## config.mk

```make
export PLATFORM = sky130hd
export DESIGN_NAME = spi_status_tx
export DESIGN_NICKNAME = d
export VERILOG_FILES = /design/src/rtl/spi_status_tx.sv
export SDC_FILE = /design/constraint.sdc
export NUM_CORES = 1
export LEC_CHECK = 0
export ABC_CLOCK_PERIOD_IN_PS = 12900
export CORE_MARGIN = 5
export CORE_UTILIZATION = 50
export CTS_BUF_LIST = sky130_fd_sc_hd__clkbuf_16
export DETAILED_ROUTE_END_ITERATION = 7
export GPL_TIMING_DRIVEN = 0
export PLACE_DENSITY = 0.76
export SYNTH_ARGS = -nofsm -noshare
export SYNTH_HDL_FRONTEND = slang
export SYNTH_SLANG_ARGS = --single-unit
export TNS_END_PERCENT = 5
```

## constraint.sdc

```tcl
create_clock -name clk -period 12.9 [get_ports clk]
set_input_delay 1.935 -clock clk [delete_from_list [all_inputs] [get_ports clk]]
set_output_delay 1.935 -clock clk [all_outputs]
set_load 0.01 [all_outputs]
```

## src/rtl/spi_status_tx.sv

```systemverilog
// spi_status_tx: snapshots N_WORDS status words, appends their XOR checksum and
// shifts the frame out MSB-first, one bit per bit_tick.
module spi_status_tx #(
    parameter int unsigned N_WORDS = 8,
    parameter int unsigned WORD_W  = 16
) (
    input  logic                        clk,
    input  logic                        rst,
    input  logic                        snap_req,
    input  logic                        abort,
    input  logic                        bit_tick,
    input  logic [N_WORDS*WORD_W-1:0]   status_i,
    output logic                        miso,
    output logic                        busy,
    output logic                        frame_done,
    output logic [3:0]                  word_idx,
    output logic                        overrun,
    output logic [N_WORDS*WORD_W-1:0]   snapshot_o
);

    localparam int unsigned SNAP_W  = N_WORDS * WORD_W;
    localparam int unsigned FRAME_W = (N_WORDS + 1) * WORD_W;
    localparam int unsigned CNT_W   = $clog2(FRAME_W);
    localparam logic [CNT_W-1:0] LAST_BIT = CNT_W'(FRAME_W - 1);
    localparam logic [CNT_W-1:0] WORD_DIV = CNT_W'(WORD_W);

    typedef enum logic [1:0] {
        IDLE,
        SHIFT,
        DONE
    } state_t;

    state_t                 state_q;
    // miso_q is the frame MSB; shift_q holds the remaining FRAME_W-1 bits.
    logic [FRAME_W-2:0]     shift_q;
    logic [CNT_W-1:0]       bit_cnt_q;
    logic [CNT_W-1:0]       bit_cnt_d;
    logic [WORD_W-1:0]      chk_d;
    logic                   miso_q;
    logic                   busy_q;
    logic                   frame_done_q;
    logic [3:0]             word_idx_q;
    logic                   overrun_q;
    logic [SNAP_W-1:0]      snapshot_q;

    // XOR checksum over all incoming status words
    always_comb begin
        chk_d = '0;
        for (int unsigned i = 0; i < N_WORDS; i++) begin
            chk_d = chk_d ^ status_i[SNAP_W-1-i*WORD_W -: WORD_W];
        end
    end

    // Bit counter increment
    always_comb begin
        bit_cnt_d = bit_cnt_q + CNT_W'(1);
    end

    // Frame FSM with registered outputs
    always_ff @(posedge clk or posedge rst) begin
        if (rst) begin
            state_q      <= IDLE;
            shift_q      <= '0;
            bit_cnt_q    <= '0;
            miso_q       <= 1'b0;
            busy_q       <= 1'b0;
            frame_done_q <= 1'b0;
            word_idx_q   <= '0;
            overrun_q    <= 1'b0;
            snapshot_q   <= '0;
        end else begin
            frame_done_q <= 1'b0;
            if (snap_req && (state_q != IDLE)) begin
                overrun_q <= 1'b1;
            end
            if (abort) begin
                // abort beats everything, including a capture in IDLE
                state_q    <= IDLE;
                busy_q     <= 1'b0;
                miso_q     <= 1'b0;
                word_idx_q <= '0;
                bit_cnt_q  <= '0;
            end else begin
                case (state_q)
                    IDLE: begin
                        if (snap_req) begin
                            shift_q    <= {status_i[SNAP_W-2:0], chk_d};
                            miso_q     <= status_i[SNAP_W-1];
                            snapshot_q <= status_i;
                            bit_cnt_q  <= '0;
                            word_idx_q <= '0;
                            busy_q     <= 1'b1;
                            overrun_q  <= 1'b0;
                            state_q    <= SHIFT;
                        end
                    end
                    SHIFT: begin
                        if (bit_tick) begin
                            shift_q <= {shift_q[FRAME_W-3:0], 1'b0};
                            if (bit_cnt_q == LAST_BIT) begin
                                // counter holds at the last bit so it never wraps
                                miso_q       <= 1'b0;
                                frame_done_q <= 1'b1;
                                word_idx_q   <= 4'(N_WORDS);
                                state_q      <= DONE;
                            end else begin
                                miso_q     <= shift_q[FRAME_W-2];
                                bit_cnt_q  <= bit_cnt_d;
                                word_idx_q <= 4'(bit_cnt_d / WORD_DIV);
                            end
                        end
                    end
                    DONE: begin
                        busy_q     <= 1'b0;
                        word_idx_q <= '0;
                        bit_cnt_q  <= '0;
                        state_q    <= IDLE;
                    end
                    default: begin
                        state_q <= IDLE;
                    end
                endcase
            end
        end
    end

    assign miso       = miso_q;
    assign busy       = busy_q;
    assign frame_done = frame_done_q;
    assign word_idx   = word_idx_q;
    assign overrun    = overrun_q;
    assign snapshot_o = snapshot_q;

endmodule

```

Yosys cells after proc, flatten, opt, wreduce, memory -nomap -nowiden. Index checks and enable logic that the tools add are counted.

Latch bits: 0. RAM bits: 0. Memory bits (read-only): 0. Register bits: 289. Output and inout bits: 136. Input port bits: 133. Memories: 0.

Divide/modulo/power cells: 0. Eq/ne operators: 9. Multipliers: 0. Shifts and indexed selects: 0. Add/subtract/negate cells: 1. Mux-type cells: 34. $lt $le $gt $ge: 0. Bitwise logic cells: 8. Reductions and logical operators: 14.

Operators by type and width (number): 2-to-1 mux 143 bit (2); one-hot mux 143 bit (2 select lines) (1); bitwise XOR 16 bit (7); 2-to-1 mux 8 bit (4); one-hot mux 8 bit (3 select lines) (1); 2-to-1 mux 4 bit (4); 2-to-1 mux 1 bit (14); != test 3 bit (second input constant) (4); one-hot mux 4 bit (3 select lines) (1); AND reduction 3 bit (4); adder 8 x 1 -> 8 bit (second input constant) (1); == test 8 bit (second input constant) (1); 2-to-1 mux 2 bit (4); AND reduction 4 bit (2); nonzero test 3 bit (2); != test 2 bit (second input constant) (2); one-hot mux 1 bit (2 select lines) (2); one-hot mux 2 bit (2 select lines) (1); nonzero test 2 bit (2); nonzero test 4 bit (1); == test 2 x 1 -> 1 bit (second input constant) (1); == test 2 bit (second input constant) (1); logical NOT 2 bit (1); AND reduction 2 bit (1); other kinds (2) (2).

Longest topological paths before layout. Gate-level depths: netlist of run 1.

Depth after elaboration: 9. Depth in mapped cells: 10.

Worst setup path before layout of run 1. Ideal clock, no wire load.

Kind: input-to-reg. Start: input abort. End: register word_idx_q[3] (netlist: word_idx[3]). Stages on the path: 5. Setup time: 126 ps. Path slack: 9597 ps. Buffers on the path: 2. Data arrival time: 3177 ps. Cell sequence: clkbuf_1 > a21oi_1 > or2_2 > clkbuf_1 > o32a_1.

Longest elaborated chain between the ends: 2.

RTL lines: start, declared (RTL line 10) `input logic abort,`; != test 3 bit (no source line) / nonzero test 4 bit (equally long branches); AND reduction 3 bit (no source line); end signal, assigned (RTL line 104) `word_idx_q <= 4'(N_WORDS);`; end signal, assigned (RTL line 109) `word_idx_q <= 4'(bit_cnt_d / WORD_DIV);`; end, declared (RTL line 42) `logic [3:0] word_idx_q;`.

Several ways; a longest one is shown, not always the timed one. A chain may end at the register's enable or synchronous reset.

Final worst setup path of run 1.
Start: input abort. End: register snapshot_q[65] (netlist: snapshot_o[65]).

Longest elaborated chain between the ends: 2.

RTL lines: NOT 1 bit (no source line); AND reduction 3 bit (no source line); end signal, assigned (RTL line 89) `snapshot_q <= status_i;`; end, declared (RTL line 44) `logic [SNAP_W-1:0] snapshot_q;`.

Every way passes these cells.

==> results of run 1 <==
## per-stage QoR
stage / cells / setup TNS (ns) / hold WS [ns] / worst slack [ns]
floorplan: 1110 / 0 / 0.4496 / 2.988
global placement: 1713 / -219.33 / 0.4607 / -0.7807
detailed placement: 1715 / 0 / 0.4703 / 8.126
CTS: 1770 / 0 / 0.4841 / 8.695
global route: 1771 / 0 / 0.5029 / 8.546
finish: 1771 / 0 / 0.4813 / 8.684
## cell usage after synthesis (all sizes together), types with 2 or more instances
cell type | count | share of area (%)
a21oi | 6 | 0.23
and3 | 3 | 0.14
buf | 36 | 1.9
clkbuf | 30 | 0.85
dfrtp | 289 | 55
ha | 5 | 0.47
inv | 8 | 0.23
mux2 | 129 | 11
mux2i | 127 | 9.6
nand2 | 152 | 4.3
nand2b | 3 | 0.14
nand3 | 18 | 0.68
nand3b | 2 | 0.11
nor2 | 4 | 0.11
nor2b | 4 | 0.25
nor3 | 2 | 0.076
o211ai | 15 | 0.85
o21ai | 141 | 5.3
o2bb2ai | 4 | 0.27
o31ai | 2 | 0.11
or3 | 2 | 0.095
xnor2 | 113 | 7.5
xor2 | 3 | 0.20
## worst paths after layout
path | slack, ns | end | cells after the start
setup / recovery | 8.68 | snapshot_o[65]$_DFFE_PP0P_ | 6
hold / removal | 0.48 | shift_q[90]$_DFFE_PP0P_ | 2
setup reg to reg | 10.28 | snapshot_o[65]$_DFFE_PP0P_ | 6
hold reg to reg | 0.48 | shift_q[90]$_DFFE_PP0P_ | 2
max in group asynchronous | 10.05 | shift_q[66]$_DFFE_PP0P_ | 3
min in group asynchronous | 1.87 | snapshot_o[115]$_DFFE_PP0P_ | 2
## registers in the layout, indices dropped and copies added, names as in the netlist, named ones only
register    count
word_idx        4
shift_q       143
miso            1
busy            1
frame_done      1
state_q         2
bit_cnt_q       8
snapshot_o    128
## worst min-delay path, cell delays in order (launching register included)
cell     delay, ns
dfrtp_1       0.34
nand2_1       0.04
o21ai_0       0.06
## where the power goes
group          total [mW]  switching [mW]  internal [mW]
clock network       0.833           0.361          0.472
registers            1.41           0.175           1.23
logic                1.04           0.489          0.546
## cells by family after synthesis
kind of cell    Yosys count
mux                     256
buf+inv                  74
compound gates          174
xor+xnor                116
simple gates            196
flops                   289
fa+ha+maj                 5
## layout make-up
class | count | share of cell area, %
Sequential cell | 289 | 41.77
Multi-Input combinational cell | 747 | 32.30
Timing Repair Buffer | 270 | 15.81
Clock buffer | 31 | 4.480
Tap cell | 335 | 2.421
Buffer | 66 | 2.074
Clock inverter | 24 | 0.9177
Inverter | 8 | 0.2168
Antenna cell | 1 | 0.01445
## metal layers
layer  global-route usage, %  vias up
li1                        -     4447
met1                   32.17     4884
met2                   40.40      261
met3                   4.563       63
met4                   6.768        0
met5                       0        -
==> summary.md, run 1 <==
| Metric | Value |
|---|---|
| Run status | complete, no violations |
| FFs w/ async S/R, synth | 100.0% |
| Area delta synth->final | 31.04% |
| Dpl cell area | 0.01638 mm2 |
| Min-Delay Path Class | register to register |
| Simple-gate share of the synthesized area | 6.363% |
| Core footprint | 0.02606 mm2 |
| Most used DFF post-synth | dfrtp_1 |
| Met3 WL | 1.883 mm |
| PwrDens | 189.3 mW/mm2 |
| Worst Clk Skew | 0.01423 ns |
| EDFF count, synth | 0 |
| Vias in the first global route | 10345 |
| # resized after CTS | 0 |
| Gate Count Post-Synth | 1110 |
| Post-route ant nets | 0 |
| Slew Viols, Final | 0 |
| Worst path required time | 13.33 ns |
| Number of DRC markers in iteration 0 | 680 |
| Clock Pin Slew Worst Setup and Hold Paths | 0.06 ns |
| Via count | 9655 |
| Grt ovf | 0 |
| Hold Fails Final Rpt | 0 |
| H-Tree Depth | 1 |
| Total Routing Usage GR | 24.06% |
| Multiplexer area fraction after synthesis | 20.61% |
| Dpl hpwl | 27.28 mm |
| Hold buffers post-CTS | 0 |
| Vias/cell | 5.452 |
| RePlAce Congestion | 0.8389 |
| Least-Margin Pin Slew | 0.9149 ns |
| Pin count of the biggest net entering global routing | 111 |
| Layout Nets | 1551 |
| Seq cells post-synth | 289 |
| CTS sink count | 289 |
| Slew Limit Headroom | 39.01% |
| Syn avg cell area | 11.90 um2 |
| TritonCTS clock tree | done |
| Rows | 59 |
| Post-Synthesis Cell Area | 0.01321 mm2 |
| Die H | 172.6 um |
| Worst R2R Start | state_q[1]$_DFFE_PP0P_ |
| First-pass GRT wire length | 58.19 mm |
| Crit path max fanout | 10 |
| Crit path DAT | 4.64 ns |
| Most frequent cell on the critical path | clkbuf_1 |
| Setup CP Type | input pin to register |
| Drt wl/cell | 20.56 um |
| Die ar. | 0.02978 mm2 |
| CP top delay family | buffers and inverters |
| Synth cell types | 39 |
| CP bufs+invs | 4 |
| RSZ-0062 raised after global routing | false |
| Worst-path cell chain | clkdlybuf4s50_1, clkbuf_1, nand3b_1, clkbuf_1, buf_2, mux2_2 |
| Hold Path Origin | shift_q[90]$_DFFE_PP0P_ |
| Min Tclk post-route | 4.216 ns |
| Yosys warnings | 0 |
| Sequential area share after synthesis | 54.73% |
| Routed wire length | 36.42 mm |
| Post-CTS Setup Bufs | 0 |
| Count of input and output buffers | 268 |
| Max-Cap Viols | 0 |
| Peak VDD IR | 122.3 uV |
| Clock buffer depth | 3 |
| Synth Net Count | 1248 |
| Pleak | 7.195 nW |
| Largest family of logic cells by synthesized area | multiplexers |
| Clock Tree Root | clkbuf_16 |
| Compound-cell area share of the yosys netlist | 7.187% |
| Fmax | 0.2372 GHz |
| I/O Pins | 269 |
| 1st-pass router iterations | 5 |
| Area of the multi-input gates | 0.005593 mm2 |
| Crit end category | register |
| Final cell area excluding filler cells | 0.01732 mm2 |
| Routed wl met2 | 17.83 mm |
| Met1 wire length | 15.70 mm |
| CP peak stage delay | 0.71 ns |
| DRC | 0 |
| Num CTS Buffers | 31 |
| Setup crit start kind | input pin |
| Register area | 0.007232 mm2 |
| Final Power | 3.278 mW |
| Share of layout cells above drive strength 1 | 14.84% |
| Initial antenna violation count | 1 |
| Fillers | 1976 |
| Synth Area in XOR/XNOR | 7.689% |
| Final setup viols | 0 |
| Top routing layer used | met4 |
| Post-Synth Adder-Cell Area | 0.4734% |
| Most common cell after layout, fill and taps aside | dfrtp_1 |
| Final Cycle Share | 32.68% |
| Die extent in x | 172.6 um |
| Finished Core Util | 66.45% |
| Setup crit start | abort |
| Clk_lat worst skew | 0.55 ns |
| Most frequent cells in the layout | dfrtp_1, clkdlybuf4s50_1, nand2_1, mux2_2, mux2i_1 |
| Starting Density | 50.71% |
| Slowest CP cell | clkbuf_1 |
(Power assumes the default switching activity.)
==> run 2: changes to the inputs <==
ABC_CLOCK_PERIOD_IN_PS = 4400   (was 12900)
clock period = 4.4 ns   (was 12.9 ns; I/O delays follow)
==> summary.md, run 2 (synthesis gave the netlist of run 1 again) <==
| Metric | Value |
|---|---|
| Min Hold Slack | 0.4818 ns (+0.0005520 ns) |
| Clock buffer depth | 3 (unchanged) |
| Layout Nets | 1556 (+0.32%) |
| Final Cycle Share | 67.51% |
| Die H | 172.6 um (unchanged) |
| Most common cell after layout, fill and taps aside | dfrtp_1 |
| Least-Margin Pin Slew | 0.8906 ns (-0.02435 ns) |
| TritonCTS clock tree | done |
| Core footprint | 0.02606 mm2 (unchanged) |
| Number of DRC markers in iteration 0 | 656 (-3.5%) |
| H-Tree Depth | 1 (unchanged) |
| Most frequent cell on the critical path | clkbuf_1 |
| Largest Register | shift_q |
| CP peak stage delay | 0.70 ns (about the same) |
| Post-route ant nets | 0 (unchanged) |
| Max-Cap Viols | 0 (unchanged) |
| Crit end category | register |
| DRC | 0 (unchanged) |
| Post-CTS Setup Bufs | 0 (unchanged) |
| Post-Layout Cell Count | 1776 (+0.28%) |
| Most frequent cells in the layout | dfrtp_1, clkdlybuf4s50_1, nand2_1, mux2_2, mux2i_1 |
| Total Routing Usage GR | 24.13% (+0.071 points) |
| CP top delay family | buffers and inverters |
| Place WS | 0.8681 ns (-7.258 ns) |
| Die ar. | 0.02978 mm2 (unchanged) |
| Worst path required time | 4.83 ns (-8.50 ns) |
| CTS sink count | 289 (unchanged) |
| Run status | complete, no violations |
| Crit path DAT | 3.40 ns (-1.24 ns) |
| Max reg flops | 143 (unchanged) |
| # resized after CTS | 0 (unchanged) |
| Worst-path cell chain | clkdlybuf4s50_1, clkbuf_1, nand3b_1, clkbuf_1, buf_2, mux2_2 |
| Fmax | 0.3366 GHz |
| Dpl hpwl | 27.54 mm (+0.94%) |
| Rows | 59 (unchanged) |
| Share of layout cells above drive strength 1 | 15.13% (+0.29 points) |
| Pin count of the biggest net entering global routing | 41 (-63%) |
| Vias in the first global route | 10076 (-2.6%) |
| Vias/cell | 5.425 (-0.49%) |
| Crit path max fanout | 10 (unchanged) |
| Drt wl/cell | 20.55 um (about the same) |
| Count of input and output buffers | 268 (unchanged) |
| Min-Delay Path Class | register to register |
| Final cell area excluding filler cells | 0.01744 mm2 (+0.71%) |
| Starting Density | 50.71% (unchanged) |
| Slew Limit Headroom | 40.63% (+1.6 points) |
| RePlAce Congestion | 0.8290 (-1.2%) |
| Setup crit start kind | input pin |
| Min Tclk post-route | 2.971 ns |
| Dpl cell area | 0.01648 mm2 (+0.62%) |
| Via count | 9635 (-0.21%) |
| Post-route setup slack | 1.429 ns (-7.255 ns) |
| Clock Pin Slew Worst Setup and Hold Paths | 0.06 ns (about the same) |
| Grt ovf | 0 (unchanged) |
| Cell count after placement | 1721 (+0.35%) |
| Peak VDD IR | 373.9 uV (+210%) |
| Routed wire length | 36.50 mm (+0.24%) |
| Pleak | 7.243 nW (+0.67%) |
| First-pass GRT wire length | 58.15 mm (about the same) |
| Slowest CP cell | clkbuf_1 |
| Initial antenna violation count | 0 (-1) |
| Worst Clk Skew | 0.009096 ns (-0.005130 ns) |
| Slew Viols, Final | 0 (unchanged) |
| Area delta synth->final | 31.97% |
| Die extent in x | 172.6 um (unchanged) |
| Clock Tree Root | clkbuf_16 |
| Hold Fails Final Rpt | 0 (unchanged) |
| 1st-pass router iterations | 5 (unchanged) |
| Setup CP Type | input pin to register |
| I/O Pins | 269 (unchanged) |
| Final setup viols | 0 (unchanged) |
| RSZ-0062 raised after global routing | false |
| PwrDens | 555.2 mW/mm2 (+190%) |
| CP bufs+invs | 4 (unchanged) |
| Num CTS Buffers | 30 (-3.2%) |
| Hold buffers post-CTS | 0 (unchanged) |
| Diode count | 0 (-1) |
| Clk_lat worst skew | 0.55 ns (about the same) |
## run 2: cell types whose count changed in the layout (fill, tap and decap cells not counted), sizes merged
cell,change
buf,+6
inv,-2
bufinv,+1
clkinvlp,+1
diode,-1
## run 2: layout make-up
cell class | count | area (um2)
Timing Repair Buffer | 276 | 2843
Sequential cell | 289 | 7232
Fill cell | 2013 | 8621
Clock buffer | 31 | 775.7
Clock inverter | 24 | 182.7
Buffer | 66 | 359.1
Inverter | 8 | 33.78
Tap cell | 335 | 419.2
Multi-Input combinational cell | 747 | 5593
## run 2: power by group
part | switching [mW] | internal (mW)
clock network | 1.06 | 1.44
logic | 1.43 | 1.61
registers | 0.521 | 3.62
total | 3.01 | 6.67
## run 2: final timing paths
path                                     startpoint                           to  slack [ns]  cells past startpoint
max in group asynchronous                       rst      shift_q[59]$_DFFE_PP0P_        2.71                      5
max                                           abort   snapshot_o[65]$_DFFE_PP0P_        1.43                      6
min reg2reg                shift_q[102]$_DFFE_PP0P_     shift_q[102]$_DFFE_PP0P_        0.48                      2
min in group asynchronous                       rst  snapshot_o[116]$_DFFE_PP0P_        0.56                      2
min                        shift_q[102]$_DFFE_PP0P_     shift_q[102]$_DFFE_PP0P_        0.48                      2
max reg2reg                  state_q[0]$_DFFE_PP0P_   snapshot_o[65]$_DFFE_PP0P_        1.76                      6
## run 2: worst min-delay path: stages (launching register included)
cell     delay [ns]
dfrtp_1        0.34
nand2_1        0.05
o21ai_0        0.06
## run 2: layer usage
layer  vias to the layer above  routed length [um]  part of all wire, %  global-route usage, %
met4                         0                 945                  2.6                  6.075
met5                         -                   0                    0                      0
met3                        65                1863                  5.1                  4.389
li1                       4450                   -                    -                      -
met2                       269               18110                   50                  40.40
met1                      4851               15590                   43                  32.80
## run 2: metrics by stage
stage                     power (mW)  setup TNS, ns  utilization, %
after CTS                      9.750              0           66.92
after floorplan                5.817         -26.93               -
after global placement         7.071        -636.00           62.63
after detailed placement       7.203              0           63.24
final                          9.682              0           66.92
after global routing           10.23              0           66.92
==> run 3: changes to the inputs <==
ABC_CLOCK_PERIOD_IN_PS = 2600   (was 4400)
CORE_UTILIZATION = 47   (was 50)
PLACE_DENSITY = 0.75   (was 0.76)
clock period = 2.6 ns   (was 4.4 ns; I/O delays follow)
==> summary.md, run 3 (synthesis gave the netlist of run 1 again) <==
| Metric | Value |
|---|---|
| Run status | complete, no violations |
| Min-Delay Path Class | input pin to async pin |
| RePlAce Congestion | 0.7971 (-3.8%) |
| Pleak | 7.319 nW (+1.0%) |
| Cell count after placement | 1765 (+2.6%) |
| Largest Register | shift_q |
| Slew Limit Headroom | 45.87% (+5.2 points) |
| Worst path required time | 2.97 ns (-1.86 ns) |
| Area delta synth->final | 33.20% |
| Final Cycle Share | 95.20% |
| Psw | 5.131 mW (+70%) |
| Routed wire length | 36.61 mm (+0.30%) |
| Post-CTS Setup Bufs | 0 (unchanged) |
| Die extent in x | 177.7 um (+3.0%) |
| Post-route setup slack | 0.1249 ns (-1.305 ns) |
| Vias in the first global route | 9982 (-0.93%) |
| Most frequent cells in the layout | dfrtp_1, clkdlybuf4s50_1, nand2_1, mux2_2, mux2i_1 |
| Fillers | 2212 (+9.9%) |
| Hold Fails Final Rpt | 0 (unchanged) |
| Layout Nets | 1561 (+0.32%) |
| Crit path DAT | 2.84 ns (-0.56 ns) |
| I/O Pins | 269 (unchanged) |
| TritonCTS clock tree | done |
| Total Routing Usage GR | 22.98% (-1.2 points) |
| Clock buffer depth | 3 (unchanged) |
| Num CTS Buffers | 34 (+13%) |
| PwrDens | 944.2 mW/mm2 (+70%) |
| Min Tclk post-route | 2.475 ns |
| Post-Layout Cell Count | 1825 (+2.8%) |
| Sequential power share | 42.1% (-0.7 points) |
| Crit path max fanout | 10 (unchanged) |
| Finished Core Util | 63.35% (-3.6 points) |
| Switching share of power | 30.88% (-0.23 points) |
| Most common cell after layout, fill and taps aside | dfrtp_1 |
| Initial antenna violation count | 0 (unchanged) |
| Clk_lat worst skew | 0.50 ns (-0.05 ns) |
| Via count | 9617 (-0.19%) |
| Setup CP Type | register to register |
| Least-Margin Pin Slew | 0.8120 ns (-0.07860 ns) |
| Combinational share of power | 30.9% (-0.5 points) |
| Post-route ant nets | 0 (unchanged) |
| Setup crit start kind | register |
| Rows | 61 (+3.4%) |
| Max-Cap Viols | 0 (unchanged) |
| Place WS | -0.6600 ns (-1.528 ns) |
| Die H | 177.7 um (+3.0%) |
| Min Hold Slack | 0.2280 ns (-0.2538 ns) |
| First-pass GRT wire length | 56.61 mm (-2.7%) |
| Worst Clk Skew | 0.01932 ns (+0.01022 ns) |
| Fmax | 0.4040 GHz |
| H-Tree Depth | 2 (+1) |
| Crit end category | register |
| Starting Density | 47.56% (-3.1 points) |
| Drt wl/cell | 20.06 um (-2.4%) |
| DRC | 0 (unchanged) |
| Share of layout cells above drive strength 1 | 15.48% (+0.35 points) |
| CTS sink count | 289 (unchanged) |
| Dpl hpwl | 27.76 mm (+0.81%) |
| Diode count | 0 (unchanged) |
| Slew Viols, Final | 0 (unchanged) |
| Count of input and output buffers | 268 (unchanged) |
| Die ar. | 0.03157 mm2 (+6.0%) |
| Final setup viols | 0 (unchanged) |
| P_int | 11.49 mW (+72%) |
| Core footprint | 0.02778 mm2 (+6.6%) |
| RSZ-0062 raised after global routing | true |
| Clock Tree Root | clkbuf_16 |
| Vias/cell | 5.270 (-2.9%) |
| Clock network power share | 27.0% (+1.2 points) |
| 1st-pass router iterations | 7 (+2) |
| Peak VDD IR | 553.6 uV (+48%) |
| Pin count of the biggest net entering global routing | 42 (+2.4%) |
| Grt ovf | 0 (unchanged) |
| Max reg flops | 143 (unchanged) |
| Clock Pin Slew Worst Setup and Hold Paths | 0.06 ns (about the same) |
| Number of DRC markers in iteration 0 | 593 (-9.6%) |
run 3: cell count changes in the layout (fill, tap and decap cells not counted):
cell	previous run	this run
bufinv_16	3	2
buf_1	2	1
a21oi_1	6	5
clkinvlp_4	2	3
clkbuf_1	30	28
clkbuf_2	0	3
clkbuf_16	31	35
clkinv_1	9	6
clkinv_2	8	4
a21oi_2	0	1
inv_6	0	1
inv_1	10	17
buf_12	8	9
run 3: power by group through the flow:
stage / combinational (mW) / clock, mW / sequential [mW]
floorplan: 2.71 / 0 / 7.13
global placement: 5.01 / 0 / 6.95
global route: 5.60 / 4.76 / 7.18
detailed placement: 5.16 / 0 / 7.03
finish: 5.14 / 4.48 / 6.99
CTS: 5.20 / 4.56 / 6.98
run 3: what timing repair did:
item                       CTS  global route
hold buffers                 0             0
setup endpoints to repair  100            43
cloned                       0             0
gates resized for setup      1             4
run 3: through the flow:
step	cell area, um2	TNS, ns	power, mW
5_1_grt	17600	-0.2025	17.54
3_5_place_dp	16550	-60.75	12.18
3_3_place_gp	16370	-1150.39	11.97
2_1_floorplan	13220	-469.10	9.844
4_1_cts	17590	0	16.74
6_report	17600	0	16.62
run 3: final timing paths:
kind                                    startpoint                     endpoint  slack (ns)  cells past startpoint
setup / recovery            state_q[1]$_DFFE_PP0P_     shift_q[141]$_DFFE_PP0P_        0.12                      7
hold / removal                                 rst  snapshot_o[116]$_DFFE_PP0P_        0.23                      2
setup reg to reg            state_q[1]$_DFFE_PP0P_     shift_q[141]$_DFFE_PP0P_        0.12                      7
hold reg to reg            word_idx[0]$_DFFE_PP0P_      word_idx[0]$_DFFE_PP0P_        0.47                      2
max in group asynchronous                      rst   snapshot_o[59]$_DFFE_PP0P_        0.87                      7
min in group clk           word_idx[0]$_DFFE_PP0P_      word_idx[0]$_DFFE_PP0P_        0.47                      2
run 3: worst max-delay path, stage by stage (launching register included):
cell	delay [ns]
dfrtp_1	0.39
inv_1	0.10
ha_1	0.23
buf_2	0.31
buf_2	0.35
clkbuf_1	0.57
mux2i_1	0.30
o21ai_1	0.09
run 3: layout make-up:
cell class	count	area (um2)	share of cell area [%]
multi-input combinational	747	5597	31.80
timing repair buffer	277	2863	16.27
inverter	8	33.78	0.1919
clock buffer	35	875.8	4.976
tap	378	473.0	2.687
clock inverter	25	163.9	0.9313
buffer	66	362.8	2.062
sequential	289	7232	41.09
run 3: routing by layer:
metal / part of all wire [%] / track usage (%) / vias to the layer above
li1: - / - / 4467
met1: 42 / 30.42 / 4803
met2: 50 / 39.22 / 294
met3: 5.8 / 4.346 / 53
met4: 2.1 / 5.704 / 0
met5: 0 / 0 / -
